===== src/rtl/keypad_pkg.sv =====
// Shared types and helpers for the keypad matrix scanner.
//
// Contents:
//   scan_state_t    - debounce FSM states
//   frame_result_t  - classification of one complete scan frame
//   code_width()    - bit width needed to index n items (never below 1)
//   KEY_CODE_W      - key code width for the default 4x4 keypad
package keypad_pkg;

    typedef enum logic [1:0] {
        ST_IDLE,
        ST_DEBOUNCE,
        ST_PRESSED,
        ST_RELEASE
    } scan_state_t;

    typedef enum logic [1:0] {
        FR_NONE,
        FR_KEY,
        FR_MULTI
    } frame_result_t;

    function automatic int code_width(input int n);
        return (n > 1) ? $clog2(n) : 1;
    endfunction

    localparam int KEY_CODE_W = code_width(16);

endpackage


===== src/rtl/keypad_col_scan.sv =====
// Column scan timing for the keypad matrix.
//
// Holds each column active for SCAN_DIV clocks. Rows are sampled on the last
// dwell cycle, so the row lines have settled after the column switch.
//
// Ports:
//   clk, reset  - board clock, synchronous active-high reset
//   col_out     - one-hot active-low column drive (column 0 after reset)
//   col_idx     - index of the active column
//   sample      - high on the last dwell cycle of every column
//   frame_end   - high on the sample cycle of the last column
module keypad_col_scan
    import keypad_pkg::*;
#(
    parameter int N_COLS   = 4,
    parameter int SCAN_DIV = 50000,
    localparam int COL_W   = code_width(N_COLS)
) (
    input  logic              clk,
    input  logic              reset,
    output logic [N_COLS-1:0] col_out,
    output logic [COL_W-1:0]  col_idx,
    output logic              sample,
    output logic              frame_end
);
    localparam int DWELL_W = code_width(SCAN_DIV);

    logic [DWELL_W-1:0] dwell;

    assign sample    = (dwell == DWELL_W'(SCAN_DIV - 1));
    assign frame_end = sample && (col_idx == COL_W'(N_COLS - 1));

    always_ff @(posedge clk) begin
        if (reset) begin
            dwell   <= '0;
            col_idx <= '0;
        end else if (sample) begin
            dwell   <= '0;
            col_idx <= (col_idx == COL_W'(N_COLS - 1)) ? '0 : col_idx + 1'b1;
        end else begin
            dwell <= dwell + 1'b1;
        end
    end

    always_comb begin
        col_out          = '1;
        col_out[col_idx] = 1'b0;
    end

endmodule


===== src/rtl/keypad_matrix_scanner.sv =====
// Keypad matrix scanner: drives active-low columns, samples active-low rows,
// debounces whole frames and reports one key code per accepted press.
//
// Optional feature macro: KEYPAD_AUTOREPEAT_EN (auto-repeat of key_valid while
// a key stays held; absent from the logic when undefined).
//
// Ports:
//   clk        - board clock
//   reset      - synchronous, active-high
//   row_in     - raw row returns, active-low, asynchronous to clk
//   col_out    - one-hot active-low column drive
//   key_code   - last accepted key, row*N_COLS + col
//   key_valid  - one-cycle pulse per accepted press (and per repeat)
//   key_held   - high while the accepted key is held
//   multi_err  - one-cycle pulse after a frame with two or more keys closed
//
// state       | meaning
// ------------+---------------------------------------------------------
// ST_IDLE     | no key accepted, waiting for a single-key frame
// ST_DEBOUNCE | candidate key seen in 'stable' consecutive frames
// ST_PRESSED  | key accepted, key_held high
// ST_RELEASE  | key apparently gone for 'rel' frames, key_held still high
module keypad_matrix_scanner
    import keypad_pkg::*;
#(
    parameter int N_COLS         = 4,
    parameter int N_ROWS         = 4,
    parameter int SCAN_DIV       = 50000,
    parameter int DEBOUNCE_SCANS = 4,
    parameter int REPEAT_DELAY   = 30,
    parameter int REPEAT_RATE    = 8,
    localparam int CODE_W        = code_width(N_ROWS * N_COLS)
) (
    input  logic              clk,
    input  logic              reset,
    input  logic [N_ROWS-1:0] row_in,
    output logic [N_COLS-1:0] col_out,
    output logic [CODE_W-1:0] key_code,
    output logic              key_valid,
    output logic              key_held,
    output logic              multi_err
);
    localparam int COL_W = code_width(N_COLS);
    localparam int ROW_W = code_width(N_ROWS);
    localparam int CNT_W = code_width(DEBOUNCE_SCANS + 1);

    // The two-flop synchroniser plus one settle cycle needs three dwell
    // cycles; a single-frame debounce would need acceptance straight from IDLE.
    if (SCAN_DIV < 3) begin : g_bad_scan_div
        $error("keypad_matrix_scanner: SCAN_DIV must be at least 3");
    end
    if (DEBOUNCE_SCANS < 2) begin : g_bad_debounce
        $error("keypad_matrix_scanner: DEBOUNCE_SCANS must be at least 2");
    end
    if (REPEAT_DELAY < 1 || REPEAT_RATE < 1) begin : g_bad_repeat
        $error("keypad_matrix_scanner: repeat parameters must be at least 1");
    end

    logic [COL_W-1:0] col_idx;
    logic             sample;
    logic             frame_end;

    keypad_col_scan #(
        .N_COLS   (N_COLS),
        .SCAN_DIV (SCAN_DIV)
    ) u_col_scan (
        .clk       (clk),
        .reset     (reset),
        .col_out   (col_out),
        .col_idx   (col_idx),
        .sample    (sample),
        .frame_end (frame_end)
    );

    logic [N_ROWS-1:0] row_meta;
    logic [N_ROWS-1:0] row_sync;

    always_ff @(posedge clk) begin
        if (reset) begin
            row_meta <= '1;
            row_sync <= '1;
        end else begin
            row_meta <= row_in;
            row_sync <= row_meta;
        end
    end

    // Closed keys in the active column: count (saturating at 2) and lowest row.
    logic [1:0]       col_hits;
    logic [ROW_W-1:0] col_first;

    always_comb begin
        col_hits  = 2'd0;
        col_first = '0;
        for (int r = 0; r < N_ROWS; r++) begin
            if (!row_sync[r]) begin
                if (col_hits == 2'd0) col_first = ROW_W'(r);
                if (col_hits != 2'd2) col_hits = col_hits + 2'd1;
            end
        end
    end

    // Frame accumulation; the totals include the column being sampled now so
    // the last column contributes on the frame_end cycle itself.
    logic [1:0]          acc_cnt;
    logic [CODE_W-1:0]   acc_code;
    logic [2:0]          sum_cnt;
    logic [1:0]          tot_cnt;
    logic [CODE_W-1:0]   col_code;
    logic [CODE_W-1:0]   frame_code;
    frame_result_t       frame_res;

    assign sum_cnt    = {1'b0, acc_cnt} + {1'b0, col_hits};
    assign tot_cnt    = (sum_cnt > 3'd2) ? 2'd2 : sum_cnt[1:0];
    assign col_code   = CODE_W'(int'(col_first) * N_COLS + int'(col_idx));
    assign frame_code = (acc_cnt != 2'd0) ? acc_code : col_code;

    always_comb begin
        frame_res = FR_NONE;
        if (tot_cnt == 2'd1)      frame_res = FR_KEY;
        else if (tot_cnt == 2'd2) frame_res = FR_MULTI;
    end

    always_ff @(posedge clk) begin
        if (reset || frame_end) begin
            acc_cnt  <= 2'd0;
            acc_code <= '0;
        end else if (sample) begin
            acc_cnt  <= tot_cnt;
            acc_code <= frame_code;
        end
    end

    scan_state_t       state, state_nx;
    logic [CODE_W-1:0] cand, cand_nx;
    logic [CNT_W-1:0]  stable, stable_nx;
    logic [CNT_W-1:0]  rel, rel_nx;
    logic [CODE_W-1:0] code_nx;
    logic              accept;
    logic              rpt_fire;

    always_comb begin
        state_nx  = state;
        cand_nx   = cand;
        stable_nx = stable;
        rel_nx    = rel;
        code_nx   = key_code;
        accept    = 1'b0;
        if (frame_end) begin
            case (state)
                ST_IDLE: begin
                    if (frame_res == FR_KEY) begin
                        state_nx  = ST_DEBOUNCE;
                        cand_nx   = frame_code;
                        stable_nx = CNT_W'(1);
                    end
                end
                ST_DEBOUNCE: begin
                    if (frame_res == FR_KEY && frame_code == cand) begin
                        if (stable == CNT_W'(DEBOUNCE_SCANS - 1)) begin
                            state_nx  = ST_PRESSED;
                            code_nx   = cand;
                            accept    = 1'b1;
                            stable_nx = '0;
                        end else begin
                            stable_nx = stable + 1'b1;
                        end
                    end else if (frame_res == FR_KEY) begin
                        cand_nx   = frame_code;
                        stable_nx = CNT_W'(1);
                    end else begin
                        state_nx  = ST_IDLE;
                        stable_nx = '0;
                    end
                end
                ST_PRESSED: begin
                    if (frame_res == FR_NONE ||
                        (frame_res == FR_KEY && frame_code != cand)) begin
                        state_nx = ST_RELEASE;
                        rel_nx   = CNT_W'(1);
                    end
                end
                ST_RELEASE: begin
                    // A multi-key frame neither confirms nor extends the release.
                    if (frame_res == FR_KEY && frame_code == cand) begin
                        state_nx = ST_PRESSED;
                        rel_nx   = '0;
                    end else if (frame_res != FR_MULTI) begin
                        if (rel == CNT_W'(DEBOUNCE_SCANS - 1)) begin
                            state_nx = ST_IDLE;
                            rel_nx   = '0;
                        end else begin
                            rel_nx = rel + 1'b1;
                        end
                    end
                end
                default: state_nx = ST_IDLE;
            endcase
        end
    end

`ifdef KEYPAD_AUTOREPEAT_EN
    localparam int RPT_MAX = (REPEAT_DELAY > REPEAT_RATE) ? REPEAT_DELAY : REPEAT_RATE;
    localparam int RPT_W   = code_width(RPT_MAX + 1);

    logic [RPT_W-1:0] rpt_cnt, rpt_cnt_nx;
    logic             rpt_armed, rpt_armed_nx;  // first repeat already issued
    logic [RPT_W-1:0] rpt_target;

    assign rpt_target = rpt_armed ? RPT_W'(REPEAT_RATE) : RPT_W'(REPEAT_DELAY);

    always_comb begin
        rpt_cnt_nx   = rpt_cnt;
        rpt_armed_nx = rpt_armed;
        rpt_fire     = 1'b0;
        if (state_nx == ST_IDLE || state_nx == ST_DEBOUNCE) begin
            rpt_cnt_nx   = '0;
            rpt_armed_nx = 1'b0;
        end else if (frame_end && state == ST_PRESSED && state_nx == ST_PRESSED) begin
            if (rpt_cnt + 1'b1 == rpt_target) begin
                rpt_fire     = 1'b1;
                rpt_cnt_nx   = '0;
                rpt_armed_nx = 1'b1;
            end else begin
                rpt_cnt_nx = rpt_cnt + 1'b1;
            end
        end
    end

    always_ff @(posedge clk) begin
        if (reset) begin
            rpt_cnt   <= '0;
            rpt_armed <= 1'b0;
        end else begin
            rpt_cnt   <= rpt_cnt_nx;
            rpt_armed <= rpt_armed_nx;
        end
    end
`else
    assign rpt_fire = 1'b0;
`endif

    always_ff @(posedge clk) begin
        if (reset) begin
            state     <= ST_IDLE;
            cand      <= '0;
            stable    <= '0;
            rel       <= '0;
            key_code  <= '0;
            key_valid <= 1'b0;
            multi_err <= 1'b0;
        end else begin
            state     <= state_nx;
            cand      <= cand_nx;
            stable    <= stable_nx;
            rel       <= rel_nx;
            key_code  <= code_nx;
            key_valid <= accept | rpt_fire;
            multi_err <= frame_end && (frame_res == FR_MULTI);
        end
    end

    assign key_held = (state == ST_PRESSED) || (state == ST_RELEASE);

endmodule


===== config.mk =====
export PLATFORM = sky130hd
export DESIGN_NAME = keypad_matrix_scanner
export DESIGN_NICKNAME = d
export VERILOG_FILES = /design/src/rtl/keypad_pkg.sv /design/src/rtl/keypad_col_scan.sv /design/src/rtl/keypad_matrix_scanner.sv
export SDC_FILE = /design/constraint.sdc
export NUM_CORES = 1
export LEC_CHECK = 0
export ABC_AREA = 1
export CAP_MARGIN = 40
export CELL_PAD_IN_SITES_DETAIL_PLACEMENT = 1
export CELL_PAD_IN_SITES_GLOBAL_PLACEMENT = 1
export CORE_MARGIN = 2
export CORE_UTILIZATION = 43
export CTS_CLUSTER_DIAMETER = 40
export CTS_CLUSTER_SIZE = 14
export DETAILED_ROUTE_END_ITERATION = 7
export MAX_ROUTING_LAYER = met4
export PLACE_DENSITY_LB_ADDON = 0.15
export SYNTH_ARGS = -nofsm -noshare
export SYNTH_HDL_FRONTEND = slang
export SYNTH_SLANG_ARGS = --single-unit

===== constraint.sdc =====
create_clock -name clk -period 3.25 [get_ports clk]
set_input_delay 0.4875 -clock clk [delete_from_list [all_inputs] [get_ports clk]]
set_output_delay 0.4875 -clock clk [all_outputs]
set_load 0.1 [all_outputs]

==> results of run 1 <==
[path summary, 6_finish.rpt]
kind	cells after the start	to	start	slack (ps)
min	1	row_sync[3]$_SDFF_PP1_	row_meta[3]$_SDFF_PP1_	420
max	18	flop	row_sync[1]$_SDFF_PP1_	270
max reg2reg	18	flop	row_sync[1]$_SDFF_PP1_	270
min reg2reg	1	row_sync[3]$_SDFF_PP1_	row_meta[3]$_SDFF_PP1_	420
[area by class of cell]
class / instances / area (um2) / area share
clock buffer: 5 / 68.82 / 0.02284
clock inverter: 3 / 26.28 / 0.008721
inverter: 59 / 221.5 / 0.07350
multi-input combinational: 243 / 1348 / 0.4473
sequential: 50 / 1002 / 0.3326
tap: 75 / 93.84 / 0.03115
timing repair buffer: 24 / 252.7 / 0.08389
[per-stage QoR]
stage          power (mW)  worst slack (ps)  instance area (um2)
3_3_place_gp       0.7168             284.7                 2821
4_1_cts             1.107             110.5                 3007
2_1_floorplan      0.6928             354.4                 2581
5_1_grt             1.144             38.82                 3013
3_5_place_dp       0.7208             161.4                 2912
6_report            1.093             266.6                 3013
[metal layers]
| metal | vias up | wire length [um] | GRT usage |
|---|---|---|---|
| li1 | 1195 | - | - |
| met1 | 1118 | 2793 | 0.2534 |
| met2 | 16 | 3262 | 0.3811 |
| met3 | 10 | 97 | 0.02637 |
| met4 | 0 | 108 | 0.07458 |
| met5 | - | 0 | - |
[cells by family (layout without fill, tap and decap cells)]
group,Yosys count,count (layout),synth area share
AO/OA/AOI/OAI,57,57,0.1173
AND/OR/NAND/NOR,170,170,0.3253
XOR/XNOR,2,2,0.006787
buffers and inverters,63,91,0.09210
adder cells (fa/ha/maj),14,14,0.07077
flip-flops,50,50,0.3878
[power by group through the flow]
stage,Sequential [mW],Combinational [mW],Clock [mW]
final,0.625,0.0816,0.386
after global placement,0.639,0.0781,0
after detailed placement,0.639,0.0813,0
after global routing,0.627,0.0935,0.424
after CTS,0.625,0.0818,0.399
after floorplan,0.638,0.0550,0
[sequential cells by signal, summed over array words and instances (netlist names), named ones only]
name and flops:
acc_cnt 2, cand 4, state 1, key_code 4, rel 3, row_sync 4, key_valid 1, u_col_scan.dwell 16
row_meta 4, multi_err 1, stable 3, acc_code 4, u_col_scan.col_idx 2
[critical path: stages, from the launching register on]
cell and delay, ps:
dfxtp_1 380, inv_1 90, ha_1 290, nand2_1 90, nand2_2 80, o21ai_1 180, ha_1 180, inv_1 50
fa_1 510, nand2_2 100, nor2_2 110, buf_4 160, nand3_2 130, nand3_2 110, nand3_1 100, nor2_2 110
nand3_1 80, nand2_1 80, nor2_1 40
[Yosys cell counts, types with 2 or more instances]
library cell / instances / share of area
nand2_1: 65 / 0.095
inv_2: 11 / 0.016
nand3_2: 3 / 0.012
o21ai_0: 15 / 0.029
nand3_1: 17 / 0.033
a21oi_1: 32 / 0.062
clkbuf_1: 3 / 0.0044
xor2_1: 2 / 0.0068
nor2_2: 6 / 0.015
nor4_1: 5 / 0.012
ha_1: 13 / 0.063
nor3b_1: 2 / 0.0058
inv_1: 48 / 0.070
nor2_1: 32 / 0.047
dfxtp_1: 50 / 0.39
nand4_1: 9 / 0.022
a211oi_1: 2 / 0.0058
nor2_4: 2 / 0.0087
or2_2: 10 / 0.024
o21ai_1: 6 / 0.012
nand2_2: 5 / 0.012
nor3_1: 9 / 0.017
[what timing repair did]
action                     in CTS  in global routing
hold buffers                    0                  0
resized for setup               0                  4
setup endpoints to repair       0                 13
==> summary.txt, run 1 <==
Synth
  • Syn Nets: 376
  • Post-synthesis register bit count: 50
  • Synth unique cells: 31
  • Mean Syn Cell Area: 7.251 um2
  • Post-Syn Area: 2581 um2
  • Warnings, synthesis: 0
  • Number of synthesized flops with an enable pin: 0
  • Async set or reset register ratio after synthesis: 0
  • Seq/Total Area, Yosys: 0.3878
  • Ys flop type: dfxtp_1
  • Post-synthesis cell count: 356

STA
  • Hold slack final: 420.7 ps
  • Final setup violation count: 0
  • Worst Tran Pin Value: 446.0 ps
  • Slew headroom: 0.7023
  • Setup TNS: 0 ps
  • Fmax: 0.3352 GHz
  • Fin crit period: 2983 ps
  • Layout Skew: 14.93 ps
  • RSZ-0062 raised after global routing: no
  • Final period utilization: 0.9180
  • Fin. max-slew vios: 0
  • Fin. Hold Viols: 0

Critical path
  • Crit path max fanout: 6
  • Worst Path Required: 3460 ps
  • Critical path endpoint category: flop
  • Crit Path Class: reg2reg
  • Worst Path Arrival: 3200 ps
  • Startpoint Class: flop

Layout
  • Utilization after layout: 0.5150
  • Fillers: 749
  • Share of layout cells above drive strength 1: 0.1719
  • Most common cell after layout, fill and taps aside: nand2_1
  • Layout Nets: 403
  • Most frequent cells in the layout: nand2_1 (64), dfxtp_1 (49), inv_1 (48)
  • Number of diodes: 0
  • Area grow syn2layout: 16.72%
  • Fin cells: 459

Power
  • Combinational power share: 0.075
  • Net Sw Power: 0.2847 mW
  • Worst IR Drop VDD: 0.2138 mV
  • Cell-internal power: 0.8084 mW
  • P_leak: 1.267 nW
  • Seq pwr share: 0.572
  • Cell Pwr Density: 362.8 nW/um2
  • Clock share of power: 0.353
  • Net Sw Frac: 0.2605

Route
  • Post-Route WL: 6262 um
  • DR vias/cell: 5.096
  • Initial DRC count: 141
  • DRT Pass-1 Iters: 4
  • DRC viols: 0
  • Vias: 2339
  • Average wire per standard cell: 13.64 um
  • Routed Antenna Nets: 0

Global routing
  • Largest net degree at the start of global routing: 19
  • Vias in the first global route: 2459
  • Antenna violations before repair: 0
  • Grt total ovfl: 0
  • All-Layer GR Usage: 0.2161
  • First-pass GRT wire length: 10750 um

Placement
  • Placed insts: 451
  • # port buffers: 16
  • RD Place Congestion: 0.8059
  • Dpl hpwl: 4940 um

Clocking
  • Post-CTS Setup Repair Bufs: 0
  • Clk sinks: 50
  • Depth of the CTS H-tree: 2
  • Clock Pin Slew Worst Setup and Hold Paths: 110 ps
  • Worst-Skew Late Latency: 320 ps
  • Num CTS Buffers: 5
  • Root Buffer: clkbuf_8
  • CTS tree: yes
  • Clock buffer depth: 2

Hold path
  • Worst hold path type: reg2reg

Outcome
  • Status: complete, no violations

Die
  • Rows: 28
  • I/O pin count: 17
  • Die area: 6639 um2
  • Die height: 81.48 um
  • Starting Density: 0.4412
  • Core box area: 5851 um2
  • Die Wd: 81.48 um

Job
  • MaxCap Viol Count: 0
(Power assumes the default switching activity.)
==> inputs of run 2 (changes only) <==
Settings changed: CORE_UTILIZATION 43 to 40.
==> run 2 against run 1 <==
Clock power fell by 1%. Fmax rose by 0.57%. Utilization fell by 3.5 points. Worst hold slack got worse by 4.7 ps. Sequential share of layout area did not move. Critical path depth did not move. Wire length rose by 0.83%. Combinational power rose by 2.7%. Final area did not move. Largest power group unchanged.
==> summary.txt, run 2 (synthesized netlist as in run 1, its figures left out) <==
Clocking
  • Clock buffer depth: 2 (unchanged)
  • Post-cts resize count: 0 (unchanged)
  • Clock Pin Slew Worst Setup and Hold Paths: 90 ps (was 110 ps)
  • CTS tree: yes (unchanged)
  • Worst-Skew Late Latency: 310 ps (was 320 ps)
  • Clk sinks: 50 (unchanged)
  • Num CTS Buffers: 5 (unchanged)
  • Depth of the CTS H-tree: 2 (unchanged)
  • Root Buffer: clkbuf_8 (unchanged)
  • Post-cts hold buffer count: 0 (unchanged)
  • Post-CTS Setup Repair Bufs: 0 (unchanged)

Route
  • Vias: 2313 (was 2339)
  • Routed Antenna Nets: 0 (unchanged)
  • DR vias/cell: 5.017 (was 5.096)
  • Post-Route WL: 6314 um (was 6262 um)
  • DRT Pass-1 Iters: 4 (unchanged)
  • Average wire per standard cell: 13.70 um (was 13.64 um)
  • DRC viols: 0 (unchanged)
  • Initial DRC count: 62 (was 141)

Global routing
  • Grt total ovfl: 0 (unchanged)
  • First-pass GRT wire length: 10810 um (was 10750 um)
  • All-Layer GR Usage: 0.1937 (was 0.2161)
  • Antenna violations before repair: 0 (unchanged)
  • Vias in the first global route: 2415 (was 2459)
  • Largest net degree at the start of global routing: 15 (was 19)

Critical path
  • Worst path max stage delay: 480 ps (was 510 ps)
  • Worst Path Required: 3460 ps (about the same)
  • Crit Path Class: reg2reg (unchanged)
  • CP Buf/Inv Count: 3 (unchanged)
  • Worst Path Arrival: 3180 ps (was 3200 ps)
  • CP delay by family, top: simple AND/OR/NAND/NOR gates (unchanged)
  • Crit path max fanout: 6 (unchanged)
  • Startpoint Class: flop (unchanged)
  • Critical Path Stages: 18 (unchanged)
  • Critical path endpoint category: flop (unchanged)
  • Worst path slowest cell: fa_1 (unchanged)
  • Cell-by-cell trace of the critical path: inv_1 > ha_1 > nand2_1 > nand2_2 > o21ai_2 > ha_1 > inv_1 > fa_1 > nand2_1 > nor2_2 > buf_4 > nand3_2 > nand3_2 > nand3_1 > nor2_2 > nand3_1 > nand2_1 > nor2_1 (was inv_1 > ha_1 > nand2_1 > nand2_2 > o21ai_1 > ha_1 > inv_1 > fa_1 > nand2_2 > nor2_2 > buf_4 > nand3_2 > nand3_2 > nand3_1 > nor2_2 > nand3_1 > nand2_1 > nor2_1)
  • R2R cell count: 18 (unchanged)
  • Crit-path most repeated cell: nand2_1

Placement
  • # port buffers: 16 (unchanged)
  • RD Place Congestion: 0.8664 (was 0.8059)
  • DP Area: 2914 um2 (was 2912 um2)
  • Dpl hpwl: 4904 um (was 4940 um)
  • Pre-CTS setup slack: 151.3 ps (was 161.4 ps)

Layout
  • Layout Nets: 403 (unchanged)
  • Number of diodes: 0 (unchanged)
  • Area grow syn2layout: 16.72% (unchanged)
  • Most common cell after layout, fill and taps aside: nand2_1 (unchanged)
  • Most frequent cells in the layout: nand2_1 (65), dfxtp_1 (49), inv_1 (48) (was nand2_1 (64), dfxtp_1 (49), inv_1 (48))
  • Largest reg by FF count: u_col_scan.dwell (unchanged)
  • Finished Cell Area: 3013 um2 (unchanged)
  • Share of layout cells above drive strength 1: 0.1693 (was 0.1719)
  • Max FFs per register: 16 (unchanged)

Die
  • Die area: 7112 um2 (was 6639 um2)
  • Die Wd: 84.33 um (was 81.48 um)
  • Rows: 29 (was 28)
  • Die height: 84.33 um (was 81.48 um)
  • Starting Density: 0.4112 (was 0.4412)
  • I/O pin count: 17 (unchanged)
  • Core box area: 6277 um2 (was 5851 um2)

STA
  • Final setup violation count: 0 (unchanged)
  • RSZ-0062 raised after global routing: no (unchanged)
  • Hold slack final: 415.9 ps (was 420.7 ps)
  • Fin. max-slew vios: 0 (unchanged)
  • Final period utilization: 0.9128 (was 0.9180)
  • Fmax: 0.3371 GHz (was 0.3352 GHz)
  • Setup TNS: 0 ps (unchanged)
  • Worst Tran Pin Value: 472.8 ps (was 446.0 ps)
  • Layout Skew: 8.469 ps (was 14.93 ps)
  • Fin crit period: 2966 ps (was 2983 ps)
  • Fin. Hold Viols: 0 (unchanged)
  • Final setup margin: 283.5 ps (was 266.6 ps)
  • Slew headroom: 0.6845 (was 0.7023)

Power
  • Cell Pwr Density: 361.6 nW/um2 (was 362.8 nW/um2)
  • Worst IR Drop VDD: 0.1535 mV (was 0.2138 mV)
  • P_leak: 1.268 nW (was 1.267 nW)

Hold path
  • Worst hold path type: reg2reg (unchanged)
  • Worst Hold Depth: 1 (unchanged)

Outcome
  • Status: complete, no violations (unchanged)

Job
  • MaxCap Viol Count: 0 (unchanged)
-- run 2: cell type report --
cell class | count | area (um2)
clock inverters | 1 | 5.005
flip-flops and latches | 50 | 1002
inverters | 59 | 221.5
clock buffers | 7 | 86.33
multi-input cells | 243 | 1349
repair buffers | 24 | 252.7
fillers | 788 | 3264
well taps | 77 | 96.34
-- run 2: metal layers --
| layer | global-route usage | part of all wire |
|---|---|---|
| met1 | 0.2362 | 0.47 |
| met2 | 0.3146 | 0.49 |
| met3 | 0.03245 | 0.018 |
| met4 | 0.08802 | 0.019 |
| met5 | - | 0 |
-- run 2: stage by stage --
| stage | power (mW) | std cells | utilization |
|---|---|---|---|
| 2_1_floorplan | 0.6928 | 356 | - |
| 3_3_place_gp | 0.7175 | 447 | 0.4499 |
| 3_5_place_dp | 0.7212 | 453 | 0.4642 |
| 4_1_cts | 1.102 | 461 | 0.4788 |
| 5_1_grt | 1.145 | 461 | 0.4800 |
| 6_report | 1.089 | 461 | 0.4800 |
-- run 2: worst paths after layout --
path | slack [ps] | startpoint | endpoint
worst min register to register | 420 | row_meta[2]$_SDFF_PP1_ | row_sync[2]$_SDFF_PP1_
worst max-delay path | 280 | row_sync[1]$_SDFF_PP1_ | flop
worst min-delay path | 420 | row_meta[2]$_SDFF_PP1_ | row_sync[2]$_SDFF_PP1_
worst max register to register | 280 | row_sync[1]$_SDFF_PP1_ | flop
-- run 2: power by group --
group	internal [mW]	switching [mW]	leakage (nW)	total, mW
clock	0.172	0.208	0.0482	0.381
sequential	0.620	0.00497	0.405	0.625
combinational	0.0297	0.0541	0.815	0.0838
total	0.822	0.267	1.27	1.09
==> inputs of run 3 (changes only) <==
--- a/constraint.sdc
+++ b/constraint.sdc
@@ -3,2 +3,2 @@
 set_output_delay 0.4875 -clock clk [all_outputs]
-set_load 0.1 [all_outputs]
+set_load 0.005 [all_outputs]
==> run 3 against run 2 <==
Sequential cell count unchanged. Critical path depth unchanged. Via count decreased by 0.86%. First-iteration DRC count increased by 40%. Sequential power about the same. Final area decreased by 1.9%. Clock-buffer cell count decreased by 1. Utilization decreased by 0.90 points. Die area unchanged. Non-clock buffer count decreased by 6. Sequential share of layout area increased by 0.63 points. Power increased by 6.0%. Largest cell class unchanged.
==> summary.txt, run 3 (synthesized netlist as in run 1, its figures left out) <==
Die
  • I/O pin count: 17 (unchanged)
  • Starting Density: 0.4112 (unchanged)
  • Die area: 7112 um2 (unchanged)
  • Die Wd: 84.33 um (unchanged)
  • Die height: 84.33 um (unchanged)
  • Core box area: 6277 um2 (unchanged)
  • Rows: 29 (unchanged)

STA
  • Setup TNS: 0 ps (unchanged)
  • Fin. max-slew vios: 0 (unchanged)
  • Slew headroom: 0.6686 (was 0.6845)
  • Fmax: 0.3375 GHz (was 0.3371 GHz)
  • Layout Skew: 9.862 ps (was 8.469 ps)
  • Worst Tran Pin Value: 496.6 ps (was 472.8 ps)
  • Final setup violation count: 0 (unchanged)
  • Fin. Hold Viols: 0 (unchanged)
  • Final period utilization: 0.9116 (was 0.9128)
  • RSZ-0062 raised after global routing: no (unchanged)
  • Fin crit period: 2963 ps (was 2966 ps)

Layout
  • Layout Nets: 397 (was 403)
  • Largest reg by FF count: u_col_scan.dwell (unchanged)
  • Most frequent cells in the layout: nand2_1 (65), dfxtp_1 (49), inv_1 (48) (unchanged)
  • Area grow syn2layout: 14.54% (was 16.72%)
  • Share of layout cells above drive strength 1: 0.1432 (was 0.1693)
  • Max FFs per register: 16 (unchanged)
  • Utilization after layout: 0.4710 (was 0.4800)
  • Number of diodes: 0 (unchanged)
  • Fillers: 793 (was 788)
  • Most common cell after layout, fill and taps aside: nand2_1 (unchanged)

Route
  • DR vias/cell: 5.051 (was 5.017)
  • Initial DRC count: 87 (was 62)
  • Vias: 2293 (was 2313)
  • Average wire per standard cell: 13.47 um (was 13.70 um)
  • Post-Route WL: 6115 um (was 6314 um)
  • DRT Pass-1 Iters: 4 (unchanged)
  • Routed Antenna Nets: 0 (unchanged)
  • DRC viols: 0 (unchanged)

Global routing
  • Grt total ovfl: 0 (unchanged)
  • Antenna violations before repair: 0 (unchanged)
  • Largest net degree at the start of global routing: 15 (unchanged)
  • All-Layer GR Usage: 0.1940 (was 0.1937)
  • First-pass GRT wire length: 11100 um (was 10810 um)
  • Vias in the first global route: 2469 (was 2415)

Power
  • Net Sw Frac: 0.2241 (was 0.2455)
  • Cell-internal power: 0.8961 mW (was 0.8219 mW)
  • P_leak: 1.231 nW (was 1.268 nW)
  • Combinational power share: 0.071 (was 0.077)
  • Net Sw Power: 0.2588 mW (was 0.2675 mW)
  • Clock share of power: 0.388 (was 0.349)
  • Cell Pwr Density: 390.6 nW/um2 (was 361.6 nW/um2)
  • Seq pwr share: 0.541 (was 0.574)
  • Worst IR Drop VDD: 0.2119 mV (was 0.1535 mV)

Job
  • MaxCap Viol Count: 0 (unchanged)

Placement
  • RD Place Congestion: 0.8856 (was 0.8664)
  • # port buffers: 16 (unchanged)
  • Dpl hpwl: 4820 um (was 4904 um)

Clocking
  • Num CTS Buffers: 5 (unchanged)
  • Clock Pin Slew Worst Setup and Hold Paths: 90 ps (about the same)
  • Clk sinks: 50 (unchanged)
  • Worst-Skew Late Latency: 300 ps (was 310 ps)
  • Root Buffer: clkbuf_8 (unchanged)
  • Depth of the CTS H-tree: 2 (unchanged)
  • Post-cts resize count: 0 (unchanged)
  • Post-CTS Setup Repair Bufs: 0 (unchanged)
  • Clock buffer depth: 2 (unchanged)
  • Post-cts hold buffer count: 0 (unchanged)
  • CTS tree: yes (unchanged)

Hold path
  • Hold_sp: row_meta[0]$_SDFF_PP1_ (was row_meta[2]$_SDFF_PP1_)
  • Worst Hold Path EP: row_sync[0]$_SDFF_PP1_ (was row_sync[2]$_SDFF_PP1_)
  • Worst hold path type: reg2reg (unchanged)
  • Worst Hold Depth: 1 (unchanged)

Critical path
  • Crit Path Class: reg2reg (unchanged)
  • Worst Path Arrival: 3160 ps (was 3180 ps)
  • Worst Path Required: 3450 ps (was 3460 ps)
  • R2R cell count: 18 (unchanged)
  • Reg2reg start: row_sync[1]$_SDFF_PP1_ (unchanged)
  • Crit path max fanout: 6 (unchanged)
  • Critical path endpoint category: flop (unchanged)
  • Reg2reg setup slack: 290 ps (was 280 ps)
  • Startpoint Class: flop (unchanged)

Outcome
  • Status: complete, no violations (unchanged)
-- run 3: area by class of cell --
class | count | area, um2 | share of cell area
Multi-Input combinational cell | 243 | 1349 | 0.4562
Sequential cell | 50 | 1002 | 0.3390
Inverter | 59 | 221.5 | 0.07490
Timing Repair Buffer | 18 | 175.2 | 0.05925
Tap cell | 77 | 96.34 | 0.03259
Clock buffer | 6 | 82.58 | 0.02793
Clock inverter | 1 | 30.03 | 0.01016
-- run 3: critical path, stage by stage (launching register included) --
cell and delay [ps]:
dfxtp_1 360, inv_1 80, ha_1 290, nand2_1 80, nand2_2 80, o21ai_2 160
ha_1 160, inv_1 50, fa_1 480, nand2_1 140, nor2_2 140, buf_4 170
nand3_2 130, nand3_2 110, nand3_1 110, nor2_2 130, nand3_1 80, nand2_1 70
nor2_1 40
-- run 3: metrics by stage --
stage / instance area [um2] / cells / power, mW / setup slack, ps / hold slack (ps)
floorplan: 2581 / 356 / 0.6928 / 363.0 / 389.5
global placement: 2836 / 447 / 0.7175 / 271.4 / 394.1
detailed placement: 2836 / 447 / 0.7204 / 98.19 / 398.4
CTS: 2949 / 454 / 1.172 / 67.48 / 419.9
global route: 2957 / 454 / 1.205 / 25.19 / 431.0
finish: 2957 / 454 / 1.155 / 287.2 / 415.9
-- run 3: power by group through the flow --
stage	Sequential, mW	Clock (mW)	Combinational (mW)
after floorplan	0.638	0	0.0550
after global placement	0.639	0	0.0789
after detailed placement	0.639	0	0.0812
after CTS	0.625	0.465	0.0816
after global routing	0.626	0.484	0.0948
final	0.625	0.448	0.0825
-- run 3: how the worst max path moves through the flow --
stage	from	end	depth (start not counted)
2_1_floorplan	row_sync[0]$_SDFF_PP1_	cand[3]$_SDFFE_PP0P_	16
3_3_place_gp	row_sync[0]$_SDFF_PP1_	flop	18
3_5_place_dp	row_sync[0]$_SDFF_PP1_	flop	18
4_1_cts	row_sync[0]$_SDFF_PP1_	flop	18
5_1_grt	row_sync[1]$_SDFF_PP1_	flop	19
6_report	row_sync[1]$_SDFF_PP1_	flop	18
-- run 3: per-layer routing --
layer | global-route usage | wire length (um) | vias up
met2 | 0.3261 | 2968 | 25
li1 | - | - | 1180
met1 | 0.2474 | 2960 | 1082
met4 | 0.04762 | 63 | 0
met3 | 0.02753 | 123 | 6
met5 | - | 0 | -
